--- src/rtl/oup_ulpi_phy_responder.sv ---
// PHY side of a ULPI link: answers link TX CMDs (register write/read, transmit)
// and raises RX CMDs when the line state changes.
module oup_ulpi_phy_responder #(
  parameter logic [15:0] VENDOR_ID  = 16'h0424,
  parameter logic [15:0] PRODUCT_ID = 16'h0009
) (
  input  logic       ulpi_clk_i,
  input  logic       rst_i,
  input  logic [7:0] ulpi_data_i,
  output logic [7:0] ulpi_data_o,
  output logic       ulpi_data_oe_o,
  output logic       ulpi_dir_o,
  input  logic       ulpi_stp_i,
  output logic       ulpi_nxt_o,
  input  logic [1:0] linestate_i,
  output logic [7:0] func_ctrl_o,
  output logic [7:0] if_ctrl_o,
  output logic [7:0] otg_ctrl_o,
  output logic       phy_reset_o
);

  typedef enum logic [3:0] {
    S_IDLE, S_WR_ACC, S_WR_DAT, S_WR_STP,
    S_RD_ACC, S_RD_TA1, S_RD_DAT, S_RD_TA2,
    S_TX, S_RX_TA1, S_RX_DAT, S_RX_TA2
  } state_t;

  state_t     state, state_n;
  logic [5:0] addr;
  logic [7:0] wdata;
  logic [1:0] reported;
  logic [7:0] func_ctrl, if_ctrl, otg_ctrl, scratch;
  logic [7:0] rd_data;
  logic       commit;

  assign func_ctrl_o = func_ctrl;
  assign if_ctrl_o   = if_ctrl;
  assign otg_ctrl_o  = otg_ctrl;
  assign commit      = (state == S_WR_STP) && ulpi_stp_i;

  always_ff @(posedge ulpi_clk_i or posedge rst_i) begin
    if (rst_i) state <= S_IDLE;
    else       state <= state_n;
  end

  always_comb begin
    state_n        = state;
    ulpi_dir_o     = 1'b0;
    ulpi_data_oe_o = 1'b0;
    ulpi_nxt_o     = 1'b0;
    ulpi_data_o    = '0;
    case (state)
      S_IDLE: begin
        // A TX CMD always wins; a line change is only reported on a quiet bus.
        case (ulpi_data_i[7:6])
          2'b10:   state_n = S_WR_ACC;
          2'b11:   state_n = S_RD_ACC;
          2'b01:   state_n = S_TX;
          default: if (ulpi_data_i == 8'h00 && linestate_i != reported) state_n = S_RX_TA1;
        endcase
      end
      S_WR_ACC: begin
        ulpi_nxt_o = 1'b1;
        state_n    = ulpi_stp_i ? S_IDLE : S_WR_DAT;
      end
      S_WR_DAT: begin
        ulpi_nxt_o = 1'b1;
        state_n    = ulpi_stp_i ? S_IDLE : S_WR_STP;
      end
      S_WR_STP: if (ulpi_stp_i) state_n = S_IDLE;
      S_RD_ACC: begin
        ulpi_nxt_o = 1'b1;
        state_n    = ulpi_stp_i ? S_IDLE : S_RD_TA1;
      end
      S_RD_TA1: begin
        ulpi_dir_o = 1'b1;
        state_n    = S_RD_DAT;
      end
      S_RD_DAT: begin
        ulpi_dir_o     = 1'b1;
        ulpi_data_oe_o = 1'b1;
        ulpi_data_o    = rd_data;
        state_n        = S_RD_TA2;
      end
      S_RD_TA2: state_n = S_IDLE;
      S_TX: begin
        ulpi_nxt_o = 1'b1;
        if (ulpi_stp_i) state_n = S_IDLE;
      end
      S_RX_TA1: begin
        ulpi_dir_o = 1'b1;
        state_n    = S_RX_DAT;
      end
      S_RX_DAT: begin
        ulpi_dir_o     = 1'b1;
        ulpi_data_oe_o = 1'b1;
        ulpi_data_o    = {6'b0, reported};
        state_n        = S_RX_TA2;
      end
      S_RX_TA2: state_n = S_IDLE;
      default:  state_n = S_IDLE;
    endcase
  end

  always_comb begin
    rd_data = '0;
    case (addr)
      6'h00:               rd_data = VENDOR_ID[7:0];
      6'h01:               rd_data = VENDOR_ID[15:8];
      6'h02:               rd_data = PRODUCT_ID[7:0];
      6'h03:               rd_data = PRODUCT_ID[15:8];
      6'h04, 6'h05, 6'h06: rd_data = func_ctrl;
      6'h07, 6'h08, 6'h09: rd_data = if_ctrl;
      6'h0A, 6'h0B, 6'h0C: rd_data = otg_ctrl;
      6'h16, 6'h17, 6'h18: rd_data = scratch;
      default:             rd_data = '0;
    endcase
  end

  always_ff @(posedge ulpi_clk_i or posedge rst_i) begin
    if (rst_i) begin
      addr        <= '0;
      wdata       <= '0;
      reported    <= '0;
      func_ctrl   <= 8'h41;
      if_ctrl     <= '0;
      otg_ctrl    <= 8'h06;
      scratch     <= '0;
      phy_reset_o <= 1'b0;
    end else begin
      if (state == S_IDLE)   addr     <= ulpi_data_i[5:0];
      if (state == S_WR_DAT) wdata    <= ulpi_data_i;
      if (state == S_RX_TA1) reported <= linestate_i;
      // FuncCtrl bit 5 is a reset strobe: it is never stored, only pulsed out.
      phy_reset_o <= commit && (addr == 6'h04 || addr == 6'h05) && wdata[5];
      if (commit) begin
        case (addr)
          6'h04:   func_ctrl <= wdata & 8'hDF;
          6'h05:   func_ctrl <= (func_ctrl | wdata) & 8'hDF;
          6'h06:   func_ctrl <= func_ctrl & ~wdata;
          6'h07:   if_ctrl   <= wdata;
          6'h08:   if_ctrl   <= if_ctrl | wdata;
          6'h09:   if_ctrl   <= if_ctrl & ~wdata;
          6'h0A:   otg_ctrl  <= wdata;
          6'h0B:   otg_ctrl  <= otg_ctrl | wdata;
          6'h0C:   otg_ctrl  <= otg_ctrl & ~wdata;
          6'h16:   scratch   <= wdata;
          6'h17:   scratch   <= scratch | wdata;
          6'h18:   scratch   <= scratch & ~wdata;
          default: ;
        endcase
      end
    end
  end

endmodule

--- config.mk ---
export PLATFORM = sky130hd
export DESIGN_NAME = oup_ulpi_phy_responder
export DESIGN_NICKNAME = d
export VERILOG_FILES = /design/src/rtl/oup_ulpi_phy_responder.sv
export SDC_FILE = /design/constraint.sdc
export NUM_CORES = 1
export LEC_CHECK = 0
export BUFFER_PORTS_ARGS = -buffer_cell sky130_fd_sc_hd__buf_2
export CORE_AREA = 2 2 96 70
export DETAILED_ROUTE_END_ITERATION = 6
export DIE_AREA = 0 0 98 72
export PLACE_DENSITY = 0.82
export SETUP_SLACK_MARGIN = 0.5
export SYNTH_ARGS = -nofsm -noshare
export SYNTH_HDL_FRONTEND = slang
export SYNTH_SLANG_ARGS = --single-unit
--- constraint.sdc ---
create_clock -name ulpi_clk_i -period 1.8 [get_ports ulpi_clk_i]
set_input_delay 0.36 -clock ulpi_clk_i [delete_from_list [all_inputs] [get_ports ulpi_clk_i]]
set_output_delay 0.36 -clock ulpi_clk_i [all_outputs]
set_load 0.005 [all_outputs]
Yosys cells after proc, flatten, opt, wreduce, memory -nomap -nowiden
Index checks and enable logic that the tools add are counted.
- input port bits: 13
- flip-flop bits (word level): 53
- bitwise gates (word level): 9
- equality and inequality tests: 29
- mux-type cells: 16
- reductions and logical operators: 25
- operators with widths (cell ; count):
    $pmux W8 S3 ; 4
    $pmux W8 S7 ; 1
    $pmux W4 S9 ; 1
    $and A8 B8 Y8 ; 4
    $or A8 B8 Y8 ; 4
    $eq A6 B4 Y1 const B ; 5
    $eq A6 B3 Y1 const B ; 4
    $eq A6 B5 Y1 const B ; 3
    $pmux W8 S2 ; 1
    $eq A4 B3 Y1 const B ; 3
    $eq A4 B4 Y1 const B ; 3
    $pmux W4 S3 ; 1
    $reduce_bool A3 Y1 ; 4
    $reduce_or A3 Y1 ; 4
    $reduce_and A2 Y1 ; 5
    $eq A4 B2 Y1 const B ; 2
    $logic_not A8 Y1 ; 1
    $mux W4 ; 2
    $not A8 Y8 ; 1
    $reduce_or A4 Y1 ; 2
    $eq A6 B1 Y1 const B ; 1
    $eq A6 B2 Y1 const B ; 1
    $logic_not A6 Y1 ; 1
    $ne A5 B2 Y1 const B ; 1
    12 further kinds ; 20

Depth between registers and ports, before layout
Gate-level depths: netlist of run 1.
- depth in word-level cells: 5
- depth in mapped cells: 9
- depth with buffers taken out: 5

Worst setup path after synthesis of run 1
OpenSTA, ideal clock, no wires.
- path kind: reg-to-output
- start point: reg addr[2]
- end point: out ulpi_data_o[0]
- required time: 1.440 ns
- arrival: 1.583 ns
- slack: -0.143 ns
- path buffers: 2
- stages on the path, launching flop included: 8
- cell sequence: dfrtp_1 > buf_2 > and3b_1 > o21a_1 > buf_2 > a221o_1 > a221oi_2 > o21ai_1
- cells in the longest elaborated chain, start to end: 4
- elaborated cells between the ends (all ways): 21
- classes of those cells: 14 x eq/ne; 2 x mux; 5 x reduce/logical
- RTL lines (element ; line ; text):
    from (decl) ; 29 ; logic [5:0] addr;
    from (signal assigned) ; 131 ; if (state == S_IDLE) addr <= ulpi_data_i[5:0];
    $eq A6 B5 Y1 (tied with other cells) ; 107 ; case (addr)
    $reduce_or A3 Y1 ; 107 ;
    $pmux W8 S7 * ; 107 ;
    $pmux W8 S2 * ; 52 ; case (state)
    to (decl) ; 10 ; output logic [7:0] ulpi_data_o,
Every way passes the cells marked *; elsewhere a longest branch is shown, timed or not.

Worst setup path in the final report of run 1
- start point: reg addr[5]
- end point: out ulpi_data_o[7]
Same word-level chain as after synthesis.

==> results.json, run 1 <==
{
  "clk_latency_ns": 0.32,
  "synth_common_cells": "dfrtp_1 (49), nand2_1 (41), nor2_1 (30), o21ai_0 (29), a21oi_1 (24)",
  "p_clk_share_pct": 9.3,
  "status": "complete, but fails checks",
  "timing.final.ws_setup_ns": -0.683,
  "seqCellArea_um2": 1340,
  "crit_buf_inv": 3,
  "maxCapViolations": 0,
  "track_usage_pct": 31.1,
  "final_nets": 464,
  "wl_per_cell_um": 24.6,
  "routabilityCongestion": 0.924,
  "drt_drc_violations_left": 0,
  "drt_iter0_drc": 451,
  "finalSetupViolCount": 43,
  "dr.pass1.iters": 5,
  "max_freq_ghz": 0.403,
  "antenna_found_initial": 0,
  "finalClockSkew_ns": 0.0104,
  "hpwlAfterDp_um": 6330,
  "synth_cells": 337,
  "multi_input_area_um2": 2070,
  "synth_top_area_share_pct": 40.3,
  "cts_max_level": 2,
  "num-fill-cells": 319,
  "crit_family": "compound AO/OA/AOI/OAI gates",
  "ios": 49,
  "hold_path.class": "in -> async",
  "routed_wirelength_um": 13000,
  "peakVddDrop_uv": 1050,
  "row_count": 24,
  "grt-ovfl-total": 0,
  "endpoint_kind": "output port",
  "critPathMaxStageDelay_ns": 0.46,
  "cp_common_cell": "buf_6",
  "violations": "setup timing",
  "syn_nets": 350,
  "layoutNonFillerInstCount": 530,
  "synth_cell_types": 54,
  "grt_pass1_vias": 3174,
  "die_w_um": 98,
  "die-area_um2": 7060,
  "hold_violations": 0,
  "slew_violations": 0,
  "yosys.cell_count.top_type": "dfrtp_1",
  "path_max_fanout": 7,
  "p_leak_uw": 0.00219,
  "clk_pin_slew_ns": 0.11,
  "synth_async_sr_flop_share_pct": 100,
  "synth_area_leaders": "dfrtp_1 (40%), mux2_2 (5.2%), nand2_1 (5.1%), o21ai_0 (4.8%), a21oi_1 (4.0%)",
  "synth_top_area_cell": "dfrtp_1",
  "pwr-share-seq_pct": 30.3,
  "ys.flop_type": "dfrtp_1",
  "final.period_utilization_pct": 138,
  "p_per_area_nw_per_um2": 1600,
  "synth_edf_count": 0,
  "postRouteAntennaNets": 0,
  "grt_max_degree": 32,
  "start_util_pct": 49.9,
  "cts_buffers": 5,
  "start_kind": "flop",
  "combPwrFrac_pct": 60.4,
  "dpl.cell_count": 482,
  "ys_ff_latch": 53,
  "coreArea_um2": 6100,
  "synth-warning-count": 0,
  "vias": 3574,
  "clkSinkCount": 53,
  "crit_chain": "or2_4 > buf_6 > a211oi_4 > buf_6 > a22oi_1 > a21oi_1 > buf_2",
  "io_buffers": 48,
  "cp_data_arrival_time_ns": 2.12,
  "netlist_area_um2": 3040,
  "cp_slowest_cell": "dfrtp_1",
  "ys_seq_area_share_pct": 43.8,
  "area_growth_pct": 56.0,
  "cp.required_ns": 1.44,
  "n_antenna_cell": 0,
  "cts_hold_buf": 0,
  "crit_type": "reg -> out",
  "syn_area_per_cell_um2": 9.02,
  "rsz0062_at_grt": "true",
  "fp.dieH_um": 72,
  "post-route-util_pct": 77.8,
  "netSwitchingFraction_pct": 44.9,
  "p_switching_uw": 3400,
  "post_drt_via_cell_ratio": 6.74,
  "drive_above_1_share_pct": 58.6,
  "p_int_uw": 4180,
  "grt_pass1_wl_um": 16900,
  "slew_headroom_pct": 59.1,
  "cts_buffer_depth": 2,
  "cts_tree": "yes",
  "root_buffer": "clkbuf_8",
  "tightest_slew_ns": 0.614,
  "period_needed_ns": 2.48
}
-- layout by cell type, fill, tap and decap left out, types with 4 or more instances in the layout --
| cell type | count |
|---|---|
| a21oi_2 | 15 |
| o21ai_2 | 10 |
| dfrtp_1 | 42 |
| a21oi_1 | 11 |
| nand2_4 | 4 |
| buf_2 | 46 |
| dfstp_2 | 4 |
| buf_8 | 4 |
| inv_1 | 4 |
| nand3_2 | 4 |
| nor2_4 | 5 |
| buf_4 | 51 |
| dfrtp_2 | 7 |
| buf_12 | 5 |
| a22o_1 | 9 |
| buf_6 | 26 |
| mux2_4 | 14 |
| nor2_1 | 24 |
| nand3_1 | 4 |
| nand2_1 | 22 |
| a22oi_1 | 7 |
| clkbuf_8 | 5 |
| nand2_2 | 16 |
| nand3b_1 | 4 |
| and2_4 | 4 |
| nand2b_1 | 4 |
| o21ai_1 | 26 |
-- metal layers --
metal / track usage [%] / part of all wire [%]
met2: 47.1 / 42
met3: 7.71 / 15
met1: 42.9 / 37
met4: 14.0 / 5.5
met5: 0 / 0
-- state kept, by name (all words and copies together), names as in the netlist --
signal       count
addr             6
func_ctrl_o      8
if_ctrl_o        8
otg_ctrl_o       8
phy_reset_o      1
reported         2
scratch          8
state            4
wdata            8
-- cell families after synthesis --
kind of cell,Yosys count,synth area share (%)
compound gates,105,22.6
xor+xnor,5,1.44
buf+inv,35,5.43
flops,53,43.8
mux,15,5.51
simple gates,124,21.3
-- through the flow --
step                      setup slack, ns  power, µW  hold slack, ns  area [µm²]  setup TNS, ns
after global placement             -0.237       4650           0.425        3750          -1.63
after floorplan                   -0.0815       3900           0.420        3270         -0.196
final                              -0.683       7580          0.0724        4740          -9.07
after CTS                          -0.527       6360          0.0927        4350          -5.46
after global routing               -0.690       7760           0.108        4740         -10.31
after detailed placement           -0.285       4760           0.439        3750          -3.17
-- layout make-up --
type	instances	share of cell area [%]
inverters	6	0.554
clock inverters	2	0.290
clock buffers	6	1.53
well taps	78	2.06
multi-input cells	250	43.6
repair buffers	135	23.7
flip-flops and latches	53	28.3
-- power by group through the flow --
stage          combinational, µW  clock (µW)  sequential (µW)
2_1_floorplan               2200           0             1700
3_3_place_gp                2590           0             2060
3_5_place_dp                2670           0             2090
4_1_cts                     3530         702             2120
5_1_grt                     4710         755             2290
6_report                    4570         705             2300
-- path summary, 6_finish.rpt --
check | cells after the start | slack (ns) | startpoint | endpoint
worst max-delay path | 7 | -0.68 | addr[5] | ulpi_data_o[7]
worst min-delay path | 2 | 0.07 | rst_i | if_ctrl_o[2]
worst max register to register | 11 | -0.24 | addr[5] | if_ctrl_o[7]
worst min register to register | 2 | 0.52 | otg_ctrl_o[1] | otg_ctrl_o[1]
max in group asynchronous | 3 | 1.19 | rst_i | addr[0]
min in group ulpi_clk_i | 2 | 0.30 | ulpi_data_i[0] | wdata[0]
-- what timing repair did --
item | 4_1_cts | 5_1_grt
cloned | 2 | 1
pin swaps | 28 | 39
setup buffers | 22 | 15
resized for setup | 88 | 66
endpoints found under the setup margin | 69 | 70
No activity file was read; power rests on OpenSTA's default activity.
==> inputs of run 2 (changes only) <==
CORE_AREA = 2 2 92 68   (was 2 2 96 70)
DIE_AREA = 0 0 94 70   (was 0 0 98 72)
PLACE_DENSITY = 0.84   (was 0.82)
clock period = 2.5 ns   (was 1.8 ns; I/O delays follow)
==> run 2 against run 1 <==
The run still ends with setup timing left; global-route usage fell by 5.0 points; hold slack improved by 0.072 ns; clock power fell by 26%; largest cell class unchanged; sequential power fell by 34%.
==> results.json, run 2 (same netlist as run 1, synthesis figures left out) <==
{
  "status": "complete, but fails checks",
  "violations": "setup timing",
  "routed_wirelength_um": 9000,
  "setup.worst_path.start": "addr[2]",
  "maxCapViolations": 0,
  "area_growth_pct": 21.9,
  "track_usage_pct": 26.2,
  "vias": 2989,
  "die_w_um": 94,
  "grt-ovfl-total": 0,
  "hold_violations": 0,
  "wl_per_cell_um": 19.0,
  "cp.required_ns": 2.00,
  "tightest_slew_ns": 0.649,
  "grt_max_degree": 23,
  "start_util_pct": 51.9,
  "drt_iter0_drc": 556,
  "cp_data_arrival_time_ns": 2.04,
  "n_antenna_cell": 0,
  "cts_buffers": 5,
  "post_drt_via_cell_ratio": 6.32,
  "coreArea_um2": 5860,
  "io_buffers": 48,
  "whs_ns": 0.144,
  "finalSetupViolCount": 8,
  "cts_tree": "yes",
  "drive_above_1_share_pct": 35.9,
  "dr.pass1.iters": 6,
  "grt_pass1_vias": 2719,
  "rsz0062_at_grt": "true",
  "slew_violations": 0,
  "row_count": 24,
  "cts_buffer_depth": 2,
  "clkSinkCount": 53,
  "start_kind": "flop",
  "crit_type": "reg -> out",
  "path_max_fanout": 4,
  "fp.dieH_um": 70,
  "p_per_area_nw_per_um2": 1050,
  "tns_ns": -0.204,
  "drt_drc_violations_left": 0,
  "peakVddDrop_uv": 604,
  "final_nets": 407,
  "max_freq_ghz": 0.394,
  "period_needed_ns": 2.54,
  "layout_common_cells": "buf_2 (48), dfrtp_1 (42), nand2_1 (41), nor2_1 (29), o21ai_0 (27)",
  "clk_pin_slew_ns": 0.11,
  "postRouteAntennaNets": 0,
  "r2r-start": "state[3]",
  "post-route-util_pct": 63.3,
  "finalClockSkew_ns": 0.00579,
  "antenna_found_initial": 0,
  "die-area_um2": 6580,
  "timing.final.ws_setup_ns": -0.0406,
  "grt_pass1_wl_um": 13400,
  "clk_latency_ns": 0.32,
  "final_common_cell": "buf_2",
  "hpwlAfterDp_um": 5770,
  "root_buffer": "clkbuf_8",
  "slew_headroom_pct": 56.5,
  "routabilityCongestion": 0.899,
  "endpoint_kind": "output port",
  "p_leak_uw": 0.00168,
  "hold_path.class": "in -> async",
  "cts_max_level": 2,
  "ios": 49,
  "cts_hold_buf": 0,
  "final.period_utilization_pct": 102
}
## run 2: changes by cell type in the layout (fill, tap and decap cells not counted), moves of 5 or more
cell     previous run  this run
buf_6              26         6
nand2_1            22        41
mux2_2              0        14
a21oi_1            11        24
o21ai_2            10         0
buf_4              51        23
nor2_1             24        29
nand2_2            16         1
nand3_1             4         9
o21ai_1            26        14
a21oi_2            15         3
o21ai_0             3        27
mux2_4             14         0
## run 2: worst max-delay path, stage by stage, from the launching register on
cell     delay (ns)
dfrtp_2        0.43
buf_6          0.12
or3b_4         0.40
a21oi_4        0.23
buf_6          0.14
a22oi_2        0.09
a21oi_1        0.17
buf_2          0.15
## run 2: worst paths after layout
check / endpoint / slack (ns) / cells after the start
worst max-delay path: ulpi_data_o[6] / -0.04 / 7
worst min-delay path: if_ctrl_o[5] / 0.14 / 2
worst max register to register: if_ctrl_o[7] / 0.55 / 7
worst min register to register: otg_ctrl_o[1] / 0.50 / 2
max in group asynchronous: otg_ctrl_o[1] / 1.67 / 3
min in group ulpi_clk_i: addr[1] / 0.42 / 3
## run 2: power by group
group | switching, µW | total, µW | internal, µW
sequential | 427 | 1520 | 1090
combinational | 962 | 1840 | 878
clock | 320 | 525 | 204
total | 1710 | 3880 | 2170
## run 2: metal layers
| metal | vias up | share of wire, % | track usage [%] |
|---|---|---|---|
| met5 | - | 0 | 0 |
| met4 | 0 | 3.2 | 10.6 |
| met3 | 47 | 11 | 5.72 |
| met2 | 218 | 46 | 38.8 |
| met1 | 1413 | 39 | 37.5 |
| li1 | 1311 | - | - |
## run 2: timing repair
| item | CTS | global route |
|---|---|---|
| endpoints found under the setup margin | 8 | 38 |
| gates resized for setup | 15 | 23 |
| hold endpoints to repair | 0 | 0 |
| buffers inserted | 11 | 7 |
| pin swaps | 6 | 16 |
## run 2: final cells by class
type,instances,area [µm²]
multi-input combinational,249,1630
sequential,53,1340
clock buffer,5,68.8
clock inverter,3,26.3
tap,78,97.6
timing repair buffer,79,520
fill,472,2150
inverter,6,22.5
## run 2: through the flow
stage | setup slack (ns) | power (µW) | instances | cell area [µm²]
floorplan | 0.478 | 2510 | 337 | 3060
global route | -0.138 | 4060 | 473 | 3710
CTS | 0.0358 | 3580 | 466 | 3570
global placement | 0.208 | 2840 | 447 | 3340
detailed placement | 0.234 | 2910 | 447 | 3340
finish | -0.0406 | 3880 | 473 | 3710
